File: src/rtl/mcse_sha_padder.sv
// mcse_sha_padder
//   Collects 32-bit big-endian message words into a 16-word block buffer,
//   applies SHA-256 padding (0x80 marker, zero fill, 64-bit bit length),
//   hands each 512-bit block to a SHA core with an init/next pulse, and
//   latches the core's final digest.
//
//   Optional feature macro: MCSE_SHA_PAD_TIMEOUT_EN
//     defined   : a cycle counter bounds the time spent waiting on the core
//                 (ISSUE + WAIT); reaching TIMEOUT_CYCLES aborts the message
//                 and sets the sticky error flag.
//     undefined : no counter, error is constant 0, the core is waited on
//                 indefinitely.
//
// Ports
//   clk, rst              clock, synchronous active-high reset
//   msg_word/valid/last   message word stream (bits [31:24] = first byte)
//   msg_last_bytes        valid bytes in the final word minus 1
//   msg_ready             word accepted when msg_valid && msg_ready
//   sha_block             padded block, word 0 at [511:480]
//   sha_init / sha_next   one-cycle start pulses (first / later blocks)
//   sha_ready, sha_digest SHA core status and result
//   digest, digest_valid  latched final digest and its update pulse
//   busy, error           not-idle indicator, sticky timeout flag
module mcse_sha_padder #(
  parameter int TIMEOUT_CYCLES = 1024
) (
  input  logic         clk,
  input  logic         rst,
  input  logic [31:0]  msg_word,
  input  logic         msg_valid,
  input  logic         msg_last,
  input  logic [1:0]   msg_last_bytes,
  output logic         msg_ready,
  output logic [511:0] sha_block,
  output logic         sha_init,
  output logic         sha_next,
  input  logic         sha_ready,
  input  logic [255:0] sha_digest,
  output logic [255:0] digest,
  output logic         digest_valid,
  output logic         busy,
  output logic         error
);

  typedef enum logic [2:0] {
    S_IDLE, S_FILL, S_PAD, S_LEN, S_ISSUE, S_WAIT, S_DONE
  } state_t;

  state_t        state_q, state_d;
  logic [3:0]    widx_q, widx_d;
  logic [63:0]   len_q, len_d;
  logic [31:0]   blk_q [16];
  logic [31:0]   blk_d [16];
  logic [511:0]  sha_block_q, sha_block_d;
  logic          sha_init_q, sha_init_d;
  logic          sha_next_q, sha_next_d;
  logic [255:0]  digest_q, digest_d;
  logic          digest_valid_q, digest_valid_d;
  logic          final_q, final_d;         // final word of the message taken
  logic          pad2_q, pad2_d;           // an extra padding block is pending
  logic          mark_next_q, mark_next_d; // 0x80 marker spills into next block
  logic          last_blk_q, last_blk_d;   // block in flight carries the length
  logic          first_q, first_d;         // next issue is the first block
  logic          wait_first_q, wait_first_d;
  logic          accept;
  logic          timeout_hit;
  logic [3:0]    idx;
  logic [63:0]   len_base;
  logic [2:0]    nbytes;

  // Keep the valid bytes of the final word, place 0x80 right after them and
  // clear whatever follows. A full final word gets its marker in the next word.
  function automatic logic [31:0] mark_word(input logic [31:0] w, input logic [1:0] lb);
    case (lb)
      2'd0:    mark_word = {w[31:24], 24'h80_0000};
      2'd1:    mark_word = {w[31:16], 16'h8000};
      2'd2:    mark_word = {w[31:8], 8'h80};
      default: mark_word = w;
    endcase
  endfunction

  assign msg_ready    = (state_q == S_IDLE) || ((state_q == S_FILL) && !final_q);
  assign accept       = msg_valid && msg_ready;
  assign busy         = (state_q != S_IDLE);
  assign sha_block    = sha_block_q;
  assign sha_init     = sha_init_q;
  assign sha_next     = sha_next_q;
  assign digest       = digest_q;
  assign digest_valid = digest_valid_q;

`ifdef MCSE_SHA_PAD_TIMEOUT_EN
  localparam int TO_W = $clog2(TIMEOUT_CYCLES + 1);
  localparam logic [TO_W-1:0] TO_LAST = TO_W'(TIMEOUT_CYCLES - 1);

  logic [TO_W-1:0] to_cnt_q, to_cnt_d;
  logic            error_q, error_d;

  // The count runs continuously across ISSUE and WAIT of one block and
  // restarts whenever the FSM is elsewhere.
  always_comb begin
    to_cnt_d    = '0;
    timeout_hit = 1'b0;
    error_d     = error_q;
    if ((state_q == S_ISSUE) || (state_q == S_WAIT)) begin
      if (to_cnt_q == TO_LAST) begin
        timeout_hit = 1'b1;
        error_d     = 1'b1;
      end else begin
        to_cnt_d = to_cnt_q + TO_W'(1);
      end
    end
  end

  always_ff @(posedge clk) begin
    if (rst) begin
      to_cnt_q <= '0;
      error_q  <= 1'b0;
    end else begin
      to_cnt_q <= to_cnt_d;
      error_q  <= error_d;
    end
  end

  assign error = error_q;
`else
  assign timeout_hit = 1'b0;
  // Constant 0 in this build; the wait for sha_ready is unbounded.
  assign error = (TIMEOUT_CYCLES < 0);
`endif

  always_comb begin
    state_d        = state_q;
    widx_d         = widx_q;
    len_d          = len_q;
    blk_d          = blk_q;
    sha_block_d    = sha_block_q;
    sha_init_d     = 1'b0;
    sha_next_d     = 1'b0;
    digest_d       = digest_q;
    digest_valid_d = 1'b0;
    final_d        = final_q;
    pad2_d         = pad2_q;
    mark_next_d    = mark_next_q;
    last_blk_d     = last_blk_q;
    first_d        = first_q;
    wait_first_d   = 1'b0;
    // A new message always starts at word 0 with a zero length, whatever an
    // aborted message left behind.
    idx            = (state_q == S_IDLE) ? 4'd0 : widx_q;
    len_base       = (state_q == S_IDLE) ? 64'd0 : len_q;
    nbytes         = {1'b0, msg_last_bytes} + 3'd1;

    if (accept) begin
      if (state_q == S_IDLE) begin
        final_d     = 1'b0;
        pad2_d      = 1'b0;
        mark_next_d = 1'b0;
        last_blk_d  = 1'b0;
        first_d     = 1'b1;
      end
      if (msg_last) begin
        blk_d[idx] = mark_word(msg_word, msg_last_bytes);
        len_d      = len_base + {58'd0, nbytes, 3'd0};
        final_d    = 1'b1;
        widx_d     = idx + 4'd1;
        if (msg_last_bytes == 2'd3) begin
          if (idx == 4'd15) begin
            mark_next_d = 1'b1;
          end else begin
            blk_d[idx + 4'd1] = 32'h8000_0000;
            widx_d            = idx + 4'd2;
          end
        end
        state_d = (state_q == S_IDLE) ? S_FILL : S_PAD;
      end else begin
        blk_d[idx] = msg_word;
        len_d      = len_base + 64'd32;
        widx_d     = idx + 4'd1;
        state_d    = (idx == 4'd15) ? S_ISSUE : S_FILL;
      end
    end

    case (state_q)
      S_FILL: if (final_q) state_d = S_PAD;
      S_PAD: begin
        if (pad2_q) begin
          // Trailing block: zeros, plus the marker if it spilled over.
          for (int i = 0; i < 16; i++) blk_d[i] = '0;
          if (mark_next_q) blk_d[0] = 32'h8000_0000;
          pad2_d      = 1'b0;
          mark_next_d = 1'b0;
          state_d     = S_LEN;
        end else if (widx_q == 4'd0) begin
          // Data and marker filled all 16 words (widx wrapped).
          pad2_d  = 1'b1;
          state_d = S_ISSUE;
        end else if (widx_q == 4'd15) begin
          // Marker sits in word 14: no room for the length.
          blk_d[15] = '0;
          pad2_d    = 1'b1;
          state_d   = S_ISSUE;
        end else begin
          for (int i = 0; i < 14; i++) begin
            if (4'(i) >= widx_q) blk_d[i] = '0;
          end
          state_d = S_LEN;
        end
      end
      S_LEN: begin
        blk_d[14]  = len_q[63:32];
        blk_d[15]  = len_q[31:0];
        last_blk_d = 1'b1;
        state_d    = S_ISSUE;
      end
      S_ISSUE: begin
        if (sha_ready) begin
          for (int i = 0; i < 16; i++) sha_block_d[511 - 32*i -: 32] = blk_q[i];
          sha_init_d   = first_q;
          sha_next_d   = !first_q;
          first_d      = 1'b0;
          wait_first_d = 1'b1;
          state_d      = S_WAIT;
        end
      end
      S_WAIT: begin
        // The core may still report ready in the cycle of the start pulse.
        if (!wait_first_q && sha_ready) begin
          if (last_blk_q)  state_d = S_DONE;
          else if (pad2_q) state_d = S_PAD;
          else             state_d = S_FILL;
        end
      end
      S_DONE: begin
        digest_d       = sha_digest;
        digest_valid_d = 1'b1;
        state_d        = S_IDLE;
      end
      default: ;
    endcase

    if (timeout_hit) begin
      state_d    = S_IDLE;
      sha_init_d = 1'b0;
      sha_next_d = 1'b0;
    end
  end

  always_ff @(posedge clk) begin
    if (rst) begin
      state_q        <= S_IDLE;
      widx_q         <= '0;
      len_q          <= '0;
      for (int i = 0; i < 16; i++) blk_q[i] <= '0;
      sha_block_q    <= '0;
      sha_init_q     <= 1'b0;
      sha_next_q     <= 1'b0;
      digest_q       <= '0;
      digest_valid_q <= 1'b0;
      final_q        <= 1'b0;
      pad2_q         <= 1'b0;
      mark_next_q    <= 1'b0;
      last_blk_q     <= 1'b0;
      first_q        <= 1'b0;
      wait_first_q   <= 1'b0;
    end else begin
      state_q        <= state_d;
      widx_q         <= widx_d;
      len_q          <= len_d;
      blk_q          <= blk_d;
      sha_block_q    <= sha_block_d;
      sha_init_q     <= sha_init_d;
      sha_next_q     <= sha_next_d;
      digest_q       <= digest_d;
      digest_valid_q <= digest_valid_d;
      final_q        <= final_d;
      pad2_q         <= pad2_d;
      mark_next_q    <= mark_next_d;
      last_blk_q     <= last_blk_d;
      first_q        <= first_d;
      wait_first_q   <= wait_first_d;
    end
  end

endmodule

File: config.mk
export PLATFORM = sky130hd
export DESIGN_NAME = mcse_sha_padder
export DESIGN_NICKNAME = d
export VERILOG_FILES = /design/src/rtl/mcse_sha_padder.sv
export SDC_FILE = /design/constraint.sdc
export NUM_CORES = 2
export LEC_CHECK = 0
export ABC_AREA = 1
export CAP_MARGIN = 20
export CORE_AREA = 3 3 542 329
export CTS_CLUSTER_SIZE = 25
export DETAILED_ROUTE_END_ITERATION = 10
export DIE_AREA = 0 0 545 332
export PLACE_DENSITY = 0.59
export SETUP_SLACK_MARGIN = 0.15
export SLEW_MARGIN = 15
export SYNTH_ARGS = -nofsm -noshare
export SYNTH_HDL_FRONTEND = slang
export SYNTH_SLANG_ARGS = --single-unit
File: constraint.sdc
create_clock -name clk -period 3.51 [get_ports clk]
set_input_delay 0.702 -clock clk [delete_from_list [all_inputs] [get_ports clk]]
set_output_delay 0.702 -clock clk [all_outputs]
set_load 0.02 [all_outputs]
Yosys cells after proc, flatten, opt, wreduce, memory -nomap -nowiden

Index checks and enable logic that the tools add are counted.

Register bits: 1,360
Output and inout bits: 774
Logic and storage cells: 171
Input port bits: 295

Reduce and logical (&&, ||, !) cells: 21
Bitwise gates (word level): 7
$lt $le $gt $ge: 18
Equal/unequal tests: 11
Muxes and demuxes: 79
Add/subtract/negate cells: 5

Operators with widths:

| cell                                                             | count |
|---|---|
| 2-to-1 mux 512 bit                                               | 4 |
| 2-to-1 mux 448 bit                                               | 4 |
| bitwise mux 512 bit                                              | 2 |
| 2-to-1 mux 32 bit                                                | 23 |
| AND 496 bit                                                      | 1 |
| inverter 496 bit                                                 | 1 |
| demux 32 bit (select 4 bit)                                      | 2 |
| 2-to-1 mux 64 bit                                                | 2 |
| case mux 64 bit (2 select lines)                                 | 1 |
| case mux 24 bit (3 select lines)                                 | 1 |
| adder 64 x 6 -> 64 bit                                           | 1 |
| adder 64 x 6 -> 64 bit, second input constant                    | 1 |
| 2-to-1 mux 3 bit                                                 | 10 |
| greater-or-equal comparator 4 bit, first input constant          | 6 |
| 2-to-1 mux 1 bit                                                 | 23 |
| case mux 3 bit (6 select lines)                                  | 1 |
| greater-or-equal comparator 3 x 4 -> 1 bit, first input constant | 4 |
| 2-to-1 mux 4 bit                                                 | 4 |
| OR 16 bit                                                        | 1 |
| greater-or-equal comparator 5 bit, second input constant         | 2 |
| less-than comparator 5 x 1 -> 1 bit, second input constant       | 2 |
| inverter 4 -> 5 bit                                              | 2 |
| equality test 3 bit, second input constant                       | 3 |
| equality test 4 bit, second input constant                       | 2 |
| other kinds (22)                                                 | 38 |

Longest topological paths before layout

Depth in word-level cells: 19
Mapped depth: 20
Gate-level depth less buffers: 19

Worst setup path after synthesis

Ideal clock, no wire load.

Path kind: in2reg
Start point: in msg_last_bytes[1]
End point: reg len_q[39]
Setup slack: 0.774 ns
Required time: 3.395 ns
Setup time: 0.115 ns
Data arrival time: 2.620 ns
Path buffers: 1
Stages on the path: 15
Cell sequence: clkbuf_1 -> inv_1 -> ha_1 -> fa_1 -> nand2_1 -> nand2_1 -> nand3_1 -> nand2_1 -> o21ai_0 -> nor2_2 -> nand3_1 -> nor2_1 -> nand4_1 -> nand2_1 -> nor2_1

Cells in the longest elaborated chain, start to end: 3

RTL lines:

| item                   | RTL line | text |
|---|---|---|
| start: declaration     | 32       | `input logic [1:0] msg_last_bytes,` |
| adder 2 x 1 -> 3 bit   | 151      | `nbytes = {1'b0, msg_last_bytes} + 3'd1;` |
| adder 64 x 6 -> 64 bit | 163      | `len_d = len_base + {58'd0, nbytes, 3'd0};` |
| 2-to-1 mux 64 bit      | 161      | `if (msg_last) begin` |
| end signal: assignment | 268      | `len_q <= len_d;` |
| end: declaration       | 51       | `logic [63:0] len_q, len_d;` |

No other way between the ends.
A chain may end at the register's enable or synchronous reset.

Worst setup path after layout

Start point: reg state_q[1]
End point: out msg_ready

Cells in the longest elaborated chain, start to end: 3
Elaborated cells on any way between the ends: 4

RTL lines:

| item                         | RTL line | text |
|---|---|---|
| start: declaration           | 49       | `state_t state_q, state_d;` |
| start signal: assignment     | 266      | `state_q <= state_d;` |
| equality test 3 x 1 -> 1 bit | 82       | `assign msg_ready = (state_q == S_IDLE) \|\| ((state_q == S_FILL) && !final_q);` |
| logical AND 1 bit            | 82       |  |
| logical OR 1 bit *           | 82       |  |
| end: declaration             | 33       | `output logic msg_ready,` |

Every way passes the cells marked *; elsewhere a longest branch is shown, timed or not.

==> results.toml <==
[status]
status = "finished, final reports clean"

[placed_design]
dp_hpwl_um = 197000
finalWeightedCongestion = 0.9929
placed_area_um2 = 65460
portBuffers = 1067

[pwr]
peakVddDrop_mv = 0.5349
p_per_area_nw_per_um2 = 556.0
total_power_mw = 39.17
p_leak_nw = 28.40

[hold_path]
min-delay-start = "rst"
min_to = "sha_block[223]"
holdPathStages = 4
worst_hold_path_type = "in2reg"

[synthesis]
synthFlopType = "dfxtp_1"
ys_types = 55
syn_avg_cell_area_um2 = 7.563
synth_top_family_by_area = "simple AND/OR/NAND/NOR gates"
synth-seq-cells = 1357
synth.top_cell.area_share = 0.5218
synth_fa_ha_area_frac = 0.004230
ys_async_sr_fraction = 0
synthSimpleGateAreaFrac = 0.2322
yosys-top-cells-area = "dfxtp_1 52%, o21ai_0 11%, nand2_1 8.7%"
synth_compound_area_frac = 0.1704
synth_xor_area_frac = 0.001154
synth-edff-count = 0
synth_nets = 7195
ys_seq_area_frac = 0.5218
synthMuxAreaShare = 0
syn-cell-area_um2 = 52060
yosys_warnings = 0
yosysTopAreaCell = "dfxtp_1"
synthCells = 6883

[sta]
hold_violations = 0
hold_ws_ps = 330.3
fin_skew_ps = 83.33
rsz0062_at_grt = "no"
fin_crit_sh = 0.9307
period_needed_ps = 3267
final-setup-viol-count = 0
finalSetupTns_ps = 0
fmax_ghz = 0.3061
worstMarginPinSlew_ps = 1326
relSlewSlack = 0.1163
finalMaxSlewViolations = 0

[cells_and_area]
areaGrowthSynthToFinish_pct = 35.34
fin_nets = 8102
design_area_um2 = 70450
drive_gt1_frac = 0.06515

[detailed_routing]
drt-initial-drc-count = 6086
drc = 0
ant_nets = 0
drt-pass1-iter-count = 6
via_count = 53697
routedWlPerCell_um = 26.25
wirelength_um = 269900
vias_per_cell = 5.221

[clocking]
clockBufferDepth = 4
ctsHtreeMaxLevel = 4
cts_tree = "built"
cts_sinks = 1357
clk_pin_slew_ps = 70
cts-buffers-inserted = 148
clock_latency_ps = 820
cts_root_buf = "clkbuf_16"
holdBufCountCts = 0
post_cts_buffers = 0

[setup_path]
crit_required_ps = 2810
rr_endpoint = "blk_q[429]"
crit_path_start_kind = "flip-flop"
worstSetupPathType = "reg2out"
r2r_start = "state_q[2]"
rrSetupSlack_ps = 420
crit_fanout = 55
reg2reg_depth = 14
end_kind = "output port"
worstPathArrival_ps = 2560

[floorplanning]
rows = 118
ios = 1069
die_h_um = 332
dieWidth_um = 545
initial_core_util = 0.3011
core_um2 = 172900
die-area_um2 = 180900

[grt]
grt_max_degree = 198
grt_usage = 0.2838
antenna_found_initial = 85
grt_overflow_total = 0
grt_pass1_wl_um = 374800
grt_pass1_vias = 49851

[run]
drv_cap = 0
[report_power, final]
group	switching, mW	internal [mW]
clock	6.83	9.32
sequential	0.371	16.0
combinational	4.88	1.80
total	12.1	27.1
[timing repair]
action	4_1_cts	5_1_grt
gates resized for setup	1	3
setup endpoints to repair	2	88
endpoints found under the hold margin	0	0
cloned	0	0
[synth_stat cells (18+ instances only)]
library cell  instances
nand3_1             633
buf_1                18
nand2_1            1204
inv_1               371
o21ai_1              19
nor2_1              951
a31oi_1             256
o21ai_0            1182
a211oi_1             33
inv_2                22
dfxtp_1            1357
nor3_1               57
a21oi_1             109
clkbuf_1            413
buf_2                72
[area by class of cell]
| class | instances | area, um2 |
|---|---|---|
| Antenna cell | 54 | 135.1 |
| Tap cell | 2340 | 2928 |
| Clock inverter | 45 | 614.3 |
| Timing Repair Buffer | 1274 | 12510 |
| Sequential cell | 1357 | 27170 |
| Inverter | 411 | 1570 |
| Multi-Input combinational cell | 4598 | 21300 |
| Fill cell | 17587 | 102400 |
| Clock buffer | 205 | 4230 |
[critical path, cell delays in order (launching register included)]
cell,delay [ps]
dfxtp_1,350
nor2_4,130
nand2_2,60
clkbuf_8,290
nand2_4,220
clkdlybuf4s50_1,660
[logic make-up (layout without fill, tap and decap cells)]
logic type               Yosys count  count (layout)
other                              1              55
adder cells (fa/ha/maj)           17              17
flip-flops                      1357            1357
XOR/XNOR                           6               6
AND/OR/NAND/NOR                 2915            2915
buffers and inverters            928            1935
AO/OA/AOI/OAI                   1659            1659
[stage by stage]
| step | utilization | setup slack [ps] | std cells |
|---|---|---|---|
| 4_1_cts | 0.4067 | 187.9 | 10230 |
| 2_1_floorplan | - | 774.3 | 6883 |
| 5_1_grt | 0.4073 | 154.9 | 10270 |
| 6_report | 0.4075 | 243.4 | 10284 |
| 3_5_place_dp | 0.3786 | -75.20 | 9980 |
| 3_3_place_gp | 0.3786 | -56.06 | 9979 |
[layer usage]
| metal | share of wire | global-route usage | wire length (um) | vias up |
|---|---|---|---|---|
| li1 | - | - | - | 24654 |
| met2 | 0.42 | 0.4138 | 114400 | 2645 |
| met4 | 0.038 | 0.1128 | 10290 | 6 |
| met3 | 0.10 | 0.08034 | 26920 | 513 |
| met1 | 0.44 | 0.3924 | 118300 | 25879 |
| met5 | 0.00018 | 0.0002650 | 48 | - |
[sequential cells by signal (all words and copies together) (netlist names)]
| name | count |
|---|---|
| blk_q | 512 |
| sha_block | 512 |
| digest | 256 |
| len_q | 61 |
| widx_q | 4 |
| state_q | 3 |
| digest_valid | 1 |
| final_q | 1 |
| first_q | 1 |
| last_blk_q | 1 |
| mark_next_q | 1 |
| pad2_q | 1 |
| sha_init | 1 |
| sha_next | 1 |
| wait_first_q | 1 |
[worst max-delay path by stage]
stage	cells past startpoint	to	slack, ps	from
after CTS	4	busy	190	state_q[2]
after global placement	16	len_q[55]	-60	msg_last_bytes[1]
after detailed placement	16	len_q[55]	-80	msg_last_bytes[1]
final	5	msg_ready	240	state_q[1]
after global routing	5	msg_ready	150	state_q[1]
after floorplan	15	len_q[39]	770	msg_last_bytes[1]
[placed cells by master, fill, tap and decap left out, types with 17 or more instances in the layout]
| cell type | count |
|---|---|
| clkbuf_16 | 150 |
| nor2_2 | 18 |
| clkdlybuf4s50_1 | 1065 |
| nor3_1 | 57 |
| nor2_1 | 945 |
| o21ai_1 | 20 |
| clkbuf_8 | 28 |
| diode_2 | 54 |
| a21oi_1 | 107 |
| clkbuf_1 | 28 |
| nand2_1 | 1203 |
| inv_1 | 370 |
| o21ai_0 | 1181 |
| buf_4 | 183 |
| nand4_1 | 17 |
| buf_12 | 22 |
| a211oi_1 | 33 |
| clkinv_2 | 18 |
| a31oi_1 | 256 |
| nand3_1 | 631 |
| dfxtp_1 | 1357 |
| inv_2 | 21 |
Note: power is estimated with default switching activity, not from simulation.
